## config.mk

```make
export PLATFORM = sky130hd
export DESIGN_NAME = uart_rx_flat
export DESIGN_NICKNAME = d
export VERILOG_FILES = /design/src/rtl/uart_rx_if.sv /design/src/rtl/uart_rx.sv /design/src/flat_wrapper.sv
export SDC_FILE = /design/constraint.sdc
export NUM_CORES = 1
export LEC_CHECK = 0
export BUFFER_PORTS_ARGS = -buffer_cell sky130_fd_sc_hd__clkbuf_2
export CORE_MARGIN = 8
export CORE_UTILIZATION = 55
export DETAILED_ROUTE_END_ITERATION = 7
export GPL_TIMING_DRIVEN = 0
export MAX_ROUTING_LAYER = met4
export PLACE_DENSITY = 0.74
export REMOVE_ABC_BUFFERS = 1
export SLEW_MARGIN = 20
export SYNTH_ARGS = -nofsm -noshare
export SYNTH_HDL_FRONTEND = slang
export SYNTH_SLANG_ARGS = --single-unit
```

## constraint.sdc

```tcl
create_clock -name clk -period 2.4 [get_ports clk]
set_input_delay 0.12 -clock clk [delete_from_list [all_inputs] [get_ports clk]]
set_output_delay 0.12 -clock clk [all_outputs]
set_load 0.005 [all_outputs]
```

## src/rtl/uart_rx_if.sv

```systemverilog
// Received-byte valid/ready channel between uart_rx (master) and the command logic (slave).
interface uart_rx_if;
  logic [7:0] rx_data;
  logic       rx_valid;
  logic       rx_ready;

  modport master (output rx_data, output rx_valid, input rx_ready);
  modport slave  (input rx_data, input rx_valid, output rx_ready);
endinterface

```

## src/rtl/uart_rx.sv

```systemverilog
// 8N1 UART receiver with a valid/ready byte output and frame/overrun error pulses.
// Define UART_RX_PARITY_EN to receive 8E1 frames with an even-parity check.
module uart_rx #(
  parameter int unsigned CLK_FREQ = 100_000_000,
  parameter int unsigned BAUD     = 9600
) (
  input  logic      clk,
  input  logic      rst_n,
  input  logic      rxd,
  uart_rx_if.master rx,
  output logic      frame_err,
  output logic      parity_err,
  output logic      overrun,
  output logic      busy
);

  localparam int unsigned CLKS_PER_BIT = CLK_FREQ / BAUD;
  localparam int unsigned CNT_W        = $clog2(CLKS_PER_BIT);
  localparam logic [CNT_W-1:0] HALF_M1 = CNT_W'(CLKS_PER_BIT / 2 - 1);
  localparam logic [CNT_W-1:0] FULL_M1 = CNT_W'(CLKS_PER_BIT - 1);

  localparam logic [2:0] S_IDLE  = 3'd0;
  localparam logic [2:0] S_START = 3'd1;
  localparam logic [2:0] S_DATA  = 3'd2;
  localparam logic [2:0] S_STOP  = 3'd4;
`ifdef UART_RX_PARITY_EN
  localparam logic [2:0] S_PARITY = 3'd3;
`endif

  logic             r_sync1, r_sync2, r_prev;
  logic [2:0]       r_state;
  logic [CNT_W-1:0] r_cnt;
  logic [2:0]       r_bit;
  logic [7:0]       r_shift;
  logic             r_fin, r_stop_ok;
  logic [7:0]       r_data;
  logic             r_valid, r_frame_err, r_overrun;
  logic             w_start_edge, w_half, w_full, w_good;

  assign w_start_edge = ~r_sync2 & r_prev;
  assign w_half       = (r_cnt == HALF_M1);
  assign w_full       = (r_cnt == FULL_M1);

`ifdef UART_RX_PARITY_EN
  logic r_par_bit, r_parity_err, w_par_ok;
  assign w_par_ok = ~^{r_shift, r_par_bit};
  assign w_good   = r_fin & r_stop_ok & w_par_ok;

  always_ff @(posedge clk or negedge rst_n) begin
    if (!rst_n) r_parity_err <= 1'b0;
    else        r_parity_err <= r_fin & r_stop_ok & ~w_par_ok;
  end
  assign parity_err = r_parity_err;
`else
  assign w_good     = r_fin & r_stop_ok;
  assign parity_err = 1'b0;
`endif

  always_ff @(posedge clk or negedge rst_n) begin
    if (!rst_n) begin
      r_sync1     <= 1'b1;
      r_sync2     <= 1'b1;
      r_prev      <= 1'b1;
      r_state     <= S_IDLE;
      r_cnt       <= '0;
      r_bit       <= '0;
      r_shift     <= '0;
      r_fin       <= 1'b0;
      r_stop_ok   <= 1'b0;
      r_data      <= '0;
      r_valid     <= 1'b0;
      r_frame_err <= 1'b0;
      r_overrun   <= 1'b0;
`ifdef UART_RX_PARITY_EN
      r_par_bit   <= 1'b0;
`endif
    end else begin
      r_sync1 <= rxd;
      r_sync2 <= r_sync1;
      r_prev  <= r_sync2;
      r_fin   <= 1'b0;

      case (r_state)
        S_IDLE: begin
          if (w_start_edge) begin
            r_cnt   <= '0;
            r_state <= S_START;
          end
        end
        S_START: begin
          if (w_half) begin
            r_cnt   <= '0;
            r_bit   <= '0;
            r_state <= r_sync2 ? S_IDLE : S_DATA;
          end else begin
            r_cnt <= r_cnt + 1'b1;
          end
        end
        S_DATA: begin
          if (w_full) begin
            r_cnt   <= '0;
            r_shift <= {r_sync2, r_shift[7:1]};
            r_bit   <= r_bit + 1'b1;
            if (r_bit == 3'd7) begin
`ifdef UART_RX_PARITY_EN
              r_state <= S_PARITY;
`else
              r_state <= S_STOP;
`endif
            end
          end else begin
            r_cnt <= r_cnt + 1'b1;
          end
        end
`ifdef UART_RX_PARITY_EN
        S_PARITY: begin
          if (w_full) begin
            r_cnt     <= '0;
            r_par_bit <= r_sync2;
            r_state   <= S_STOP;
          end else begin
            r_cnt <= r_cnt + 1'b1;
          end
        end
`endif
        S_STOP: begin
          if (w_full) begin
            r_cnt     <= '0;
            r_stop_ok <= r_sync2;
            r_fin     <= 1'b1;
            r_state   <= S_IDLE;
          end else begin
            r_cnt <= r_cnt + 1'b1;
          end
        end
        default: r_state <= S_IDLE;
      endcase

      // Frame outcome is acted on one cycle after the stop sample (r_fin).
      r_frame_err <= r_fin & ~r_stop_ok;
      r_overrun   <= w_good & r_valid & ~rx.rx_ready;
      if (w_good && (!r_valid || rx.rx_ready)) begin
        r_data  <= r_shift;
        r_valid <= 1'b1;
      end else if (r_valid && rx.rx_ready) begin
        r_valid <= 1'b0;
      end
    end
  end

  assign rx.rx_data  = r_data;
  assign rx.rx_valid = r_valid;
  assign frame_err   = r_frame_err;
  assign overrun     = r_overrun;
  assign busy        = (r_state != S_IDLE);

endmodule
```

## src/flat_wrapper.sv

```systemverilog
// flat-port wrapper written by rule: the top's interface ports become plain ports
module uart_rx_flat 
#(
  parameter int unsigned CLK_FREQ = 100_000_000,
  parameter int unsigned BAUD     = 9600
)
  (clk, rst_n, rxd, frame_err, parity_err, overrun, busy, rx_rx_data, rx_rx_valid, rx_rx_ready);
  uart_rx_if rx_i ();
  input  logic clk;
  input  logic rst_n;
  input  logic rxd;
  output logic frame_err;
  output logic parity_err;
  output logic overrun;
  output logic busy;
  output wire logic [$bits(rx_i.rx_data)-1:0] rx_rx_data;
  output wire logic [$bits(rx_i.rx_valid)-1:0] rx_rx_valid;
  input wire logic [$bits(rx_i.rx_ready)-1:0] rx_rx_ready;
  assign rx_rx_data = rx_i.rx_data;
  assign rx_rx_valid = rx_i.rx_valid;
  assign rx_i.rx_ready = rx_rx_ready;
  uart_rx #(.CLK_FREQ(CLK_FREQ), .BAUD(BAUD)) u_core (.clk(clk), .rst_n(rst_n), .rxd(rxd), .rx(rx_i), .frame_err(frame_err), .parity_err(parity_err), .overrun(overrun), .busy(busy));
endmodule
```

Word level (Yosys, flattened, before mapping) --
Cells that the tools add are included.
Storage, ports and cells: output and inout bits 13, register bits after elaboration 44
Operators by class: eq/ne operators 11, reduce and logical (&&, ||, !) cells 15, add/sub/neg operators 2, mux-type cells 18, bitwise operators 8
Operators by type and width (count):
- 14-bit 2-to-1 mux | 3
- 14-bit case mux with 3 select lines | 1
- 3-bit 2-to-1 mux | 7
- 14-bit by 1-bit adder with 14-bit output, second input constant | 1
- 14-bit by 13-bit equality test with 1-bit output, second input constant | 1
- 14-bit equality test, second input constant | 1
- 3-bit case mux with 4 select lines | 1
- 2-bit by 1-bit inequality test with 1-bit output, second input constant | 5
- 3-bit equality test, second input constant | 2
- 3-bit case mux with 2 select lines | 1
- 2-bit AND reduction | 3
- 3-bit nonzero test | 2
- 1-bit AND | 5
- 5-bit AND reduction | 1
- 1-bit 2-to-1 mux | 4
- 2-bit nonzero test | 2
- 3-bit by 1-bit adder with 3-bit output, second input constant | 1
- 3-bit by 1-bit equality test with 1-bit output, second input constant | 1
- 3-bit by 2-bit equality test with 1-bit output, second input constant | 1
- 3-bit logical NOT | 1
- 1-bit NOT | 3
- 3-bit AND reduction | 1
- 1-bit logical AND | 2
- 2-bit 2-to-1 mux | 1
- other kinds (3) | 3

Logic depth before layout (Yosys ltp) --
depth after elaboration 4, mapped depth 7

Worst setup path before layout --
No wires, ideal clock.
kind register to register, start point register u_core.r_cnt[10], end point register u_core.r_shift[0], path slack 184 ps, arrival time 2091 ps, buffers on the path 2, cell stages (with the launch flop) 7, required time 2275 ps, setup time 125 ps, period minus slack after synthesis 2216 ps, path through dfrtp_1 buf_6 or4b_4 nor4_4 and3_4 buf_8 mux2_4
Between the ends: longest elaborated chain between the ends 2
Ends and longest elaborated chain:
- start, declared | line uart_rx.sv:32 | logic [CNT_W-1:0] r_cnt;
- start signal, assigned | line uart_rx.sv:96 | r_cnt <= r_cnt + 1'b1;
- start signal, assigned | line uart_rx.sv:112 | r_cnt <= r_cnt + 1'b1;
- start signal, assigned | line uart_rx.sv:133 | r_cnt <= r_cnt + 1'b1;
- 14-bit equality test | line uart_rx.sv:42 | assign w_full = (r_cnt == FULL_M1);
- 2-bit AND reduction (no source line)
- end signal, assigned | line uart_rx.sv:102 | r_shift <= {r_sync2, r_shift[7:1]};
- end, declared | line uart_rx.sv:34 | logic [7:0] r_shift;
Every way passes these cells. A chain may end at the register's enable or synchronous reset.

Final worst setup path --
start point register u_core.r_cnt[12], end point register u_core.r_cnt[8]
Between the ends: longest elaborated chain between the ends 3, elaborated cells between the ends (all ways) 5
Ends and longest elaborated chain:
- 14-bit equality test / 14-bit by 13-bit equality test with 1-bit output (equally long branches) | line uart_rx.sv:42, uart_rx.sv:41
- 14-bit 2-to-1 mux (on tied branches) | line uart_rx.sv:100, uart_rx.sv:127, uart_rx.sv:91
- 14-bit case mux with 3 select lines (*) | line uart_rx.sv:83 | case (r_state)
Mark *: on every way between the ends. The rest lies on a longest branch, timed or not.

==> impl_metrics.tcl <==
set metrics [dict create \
    slew_headroom 0.371 \
    global_route.usage.total 0.147 \
    vias_per_cell 6.00 \
    post_cts_resized 0 \
    vdd.ir_drop.worst_mv 0.385 \
    postLayoutSetupSlackWorst_ns 0.139 \
    finalClockSkew_ns 0.00879 \
    area_share_of_the_largest_cell_type_after_synthesis 0.480 \
    power_density_mw_per_mm2 728 \
    worstMarginPinSlew_ns 0.944 \
    grt_pass1_vias 1538 \
    cts_tree "built" \
    final_util 0.641 \
    antenna-diode-count 0 \
    dp.final_hpwl_um 2830 \
    critical_path.endpoint_type "flop" \
    finalMaxSlewViolations 0 \
    drt_pre_antenna_iters 4 \
    synth_cell_type_count 53 \
    clock_path_buffers 2 \
    timing.hold.ws_ns -0.0329 \
    failed_checks "negative hold slack" \
    required_ns 2.58 \
    grt_pass1_wl_um 7190 \
    synth_edf_count 0 \
    drc_errors 0 \
    synthArstFlopShare 1.00 \
    clkLatencyLatePin_ns 0.30 \
    timing.critical_path.fanout_max 9 \
    tritoncts.num_buffers 5 \
    die_area_mm2 0.00613 \
    timing.fmax_ghz 0.442 \
    power.leakage_nw 1.11 \
    setup.worst_path.class "flop to flop" \
    reg2reg_slack_ns 0.14 \
    portBuffers 15 \
    vias_after_detailed_routing 1487 \
    clk_pin_slew_ns 0.08 \
    mostFrequentLayoutCell "sky130_fd_sc_hd__dfrtp_1" \
    run_status "complete, but fails checks" \
    num_io_pins 17 \
    yosys_register_bits 44 \
    postSynthAreaPerCell_um2 11.7 \
    grt_start_max_net_pins 45 \
    die_width_um 78.3 \
    initial_standard_cell_utilization_of_the_core 0.579 \
    number_of_synthesis_warnings 0 \
    most-common-layout-cells "41 x sky130_fd_sc_hd__dfrtp_1, 14 x sky130_fd_sc_hd__clkbuf_2, 10 x sky130_fd_sc_hd__nand2_1" \
    area_growth_syn_to_layout_pct 10.7 \
    antenna_left 0 \
    start_kind "flop" \
    antenna_found_initial 0 \
    clock_sink_count 44 \
    row_count 22 \
    placement.setup.worst_slack_ns 0.0345 \
    drive_gt1_frac 0.285 \
    core_area_mm2 0.00369 \
    number_of_h_tree_branching_levels 2 \
    cts-root-buf "sky130_fd_sc_hd__clkbuf_8" \
    synth_area_mm2 0.00214 \
    synth_top_area_cell "sky130_fd_sc_hd__dfrtp_1" \
    dominantRegCellSynth "sky130_fd_sc_hd__dfrtp_1" \
    grt.overflow.total 0 \
    netlist_top_cells_area "sky130_fd_sc_hd__dfrtp_1 48%, sky130_fd_sc_hd__mux2_4 5.6%, sky130_fd_sc_hd__mux2_2 4.7%, sky130_fd_sc_hd__dfstp_2 3.7%, sky130_fd_sc_hd__a31oi_1 1.8%" \
    syn-instance-count 182 \
    finalHoldViolations 41 \
    totalWireLength_um 4130 \
    fin_crit_sh 0.942 \
    max-cap-violations 0 \
    final_net_count 206 \
    placed_area_mm2 0.00221 \
    drt-initial-drc-count 126 \
    gp_congestion 0.833 \
    arrival_ns 2.44 \
    avgRoutedWirePerCell_um 16.6 \
    die_h_um 78.3 \
    finalWorstPathRequiredPeriod_ns 2.26 \
    finalSetupViolCount 0 \
    min-delay-path-class "primary input to async pin" \
    finalInstanceArea_mm2 0.00236 \
    seq_area_frac_synth 0.517 \
]
[cell usage after synthesis (3+ instances only)]
master and n:
sky130_fd_sc_hd__o21ai_1 5, sky130_fd_sc_hd__ha_1 3, sky130_fd_sc_hd__buf_4 4, sky130_fd_sc_hd__nor2_1 8
sky130_fd_sc_hd__a31oi_1 6, sky130_fd_sc_hd__o21ai_0 6, sky130_fd_sc_hd__inv_1 5, sky130_fd_sc_hd__or2b_2 3
sky130_fd_sc_hd__a21oi_1 7, sky130_fd_sc_hd__nor3b_1 3, sky130_fd_sc_hd__nand3_1 7, sky130_fd_sc_hd__mux2_2 9
sky130_fd_sc_hd__nand4_1 5, sky130_fd_sc_hd__a22o_1 4, sky130_fd_sc_hd__mux2_4 8, sky130_fd_sc_hd__dfrtp_1 41
sky130_fd_sc_hd__nor3_1 6, sky130_fd_sc_hd__nand2b_1 3, sky130_fd_sc_hd__nand2_1 10, sky130_fd_sc_hd__dfstp_2 3
[routing by layer]
layer / up-vias / part of all wire / GRT usage / wire (um)
met2: 50 / 0.49 / 0.225 / 2020
met5: - / 0 / - / 0
met1: 732 / 0.43 / 0.181 / 1790
met3: 8 / 0.060 / 0.0444 / 249
met4: 0 / 0.016 / 0.0500 / 65
li1: 697 / - / - / -
[worst max-delay path, cell delays in order, from the launching register on]
cell                        delay (ns)
sky130_fd_sc_hd__dfrtp_1          0.46
sky130_fd_sc_hd__or4bb_1          0.56
sky130_fd_sc_hd__nor4_4           0.23
sky130_fd_sc_hd__buf_4            0.20
sky130_fd_sc_hd__a2bb2oi_2        0.36
sky130_fd_sc_hd__o21ai_1          0.13
sky130_fd_sc_hd__a22o_1           0.21
[what timing repair did]
item,4_1_cts,5_1_grt
setup endpoints to repair,0,18
hold buffers,1,0
hold endpoints to repair,1,0
setup buffers,0,2
[final timing paths]
path	cells after the start	start	endpoint
min	1	rst_n	u_core.frame_err$_DFF_PN0_
max in group asynchronous	1	rst_n	u_core.r_shift[5]$_DFFE_PN0P_
min reg2reg	0	u_core.r_sync1$_DFF_PN1_	u_core.r_sync2$_DFF_PN1_
max	6	u_core.r_cnt[12]$_DFFE_PN0P_	u_core.r_cnt[8]$_DFFE_PN0P_
max reg2reg	6	u_core.r_cnt[12]$_DFFE_PN0P_	u_core.r_cnt[8]$_DFFE_PN0P_
min in group clk	3	rx_rx_ready	u_core.overrun$_DFF_PN0_
[cell families (layout without fill, tap and decap cells)]
group / Yosys count / count (layout) / share of synthesized area
buffers and inverters: 13 / 31 / 0.0387
xor gates and xnor gates: 2 / 2 / 0.00820
AOI/OAI and AO/OA: 40 / 40 / 0.131
and+or+nand+nor: 61 / 61 / 0.178
other: 1 / 1 / 0.00176
DFF: 44 / 44 / 0.517
muxes: 17 / 17 / 0.104
adders and majority gates: 4 / 4 / 0.0223
[report_power, final]
group          internal, mW  leakage, nW  switching (mW)
Clock                 0.416       0.0654           0.242
Sequential            0.790        0.594          0.0670
Combinational        0.0860        0.448           0.120
Total                  1.29         1.11           0.430
[metrics by stage]
stage,total power [mW],instances,TNS [ns]
after CTS,1.73,246,0
final,1.72,248,0
after global routing,1.81,248,-0.0131
after floorplan,1.01,174,0
after global placement,1.06,237,0
after detailed placement,1.08,237,0
[final cells by class]
cell class | count | area (um^2)
clock buffers | 6 | 72.6
clock inverters | 2 | 60.1
fillers | 303 | 1320
inverters | 5 | 18.8
multi-input cells | 125 | 948
flip-flops and latches | 44 | 1100
well taps | 48 | 60.1
repair buffers | 18 | 100
[flip-flops by register name, summed over array words and instances, names as in the netlist]
register / count
u_core.r_bit: 3
u_core.r_shift: 8
u_core.overrun: 1
u_core.r_state: 3
u_core.r_stop_ok: 1
u_core.r_prev: 1
u_core.r_cnt: 14
u_core.r_sync1: 1
u_core.frame_err: 1
u_core.r_fin: 1
u_core.rx.rx_data: 8
u_core.r_sync2: 1
u_core.rx.rx_valid: 1
No activity file was read; power rests on OpenSTA's default activity.
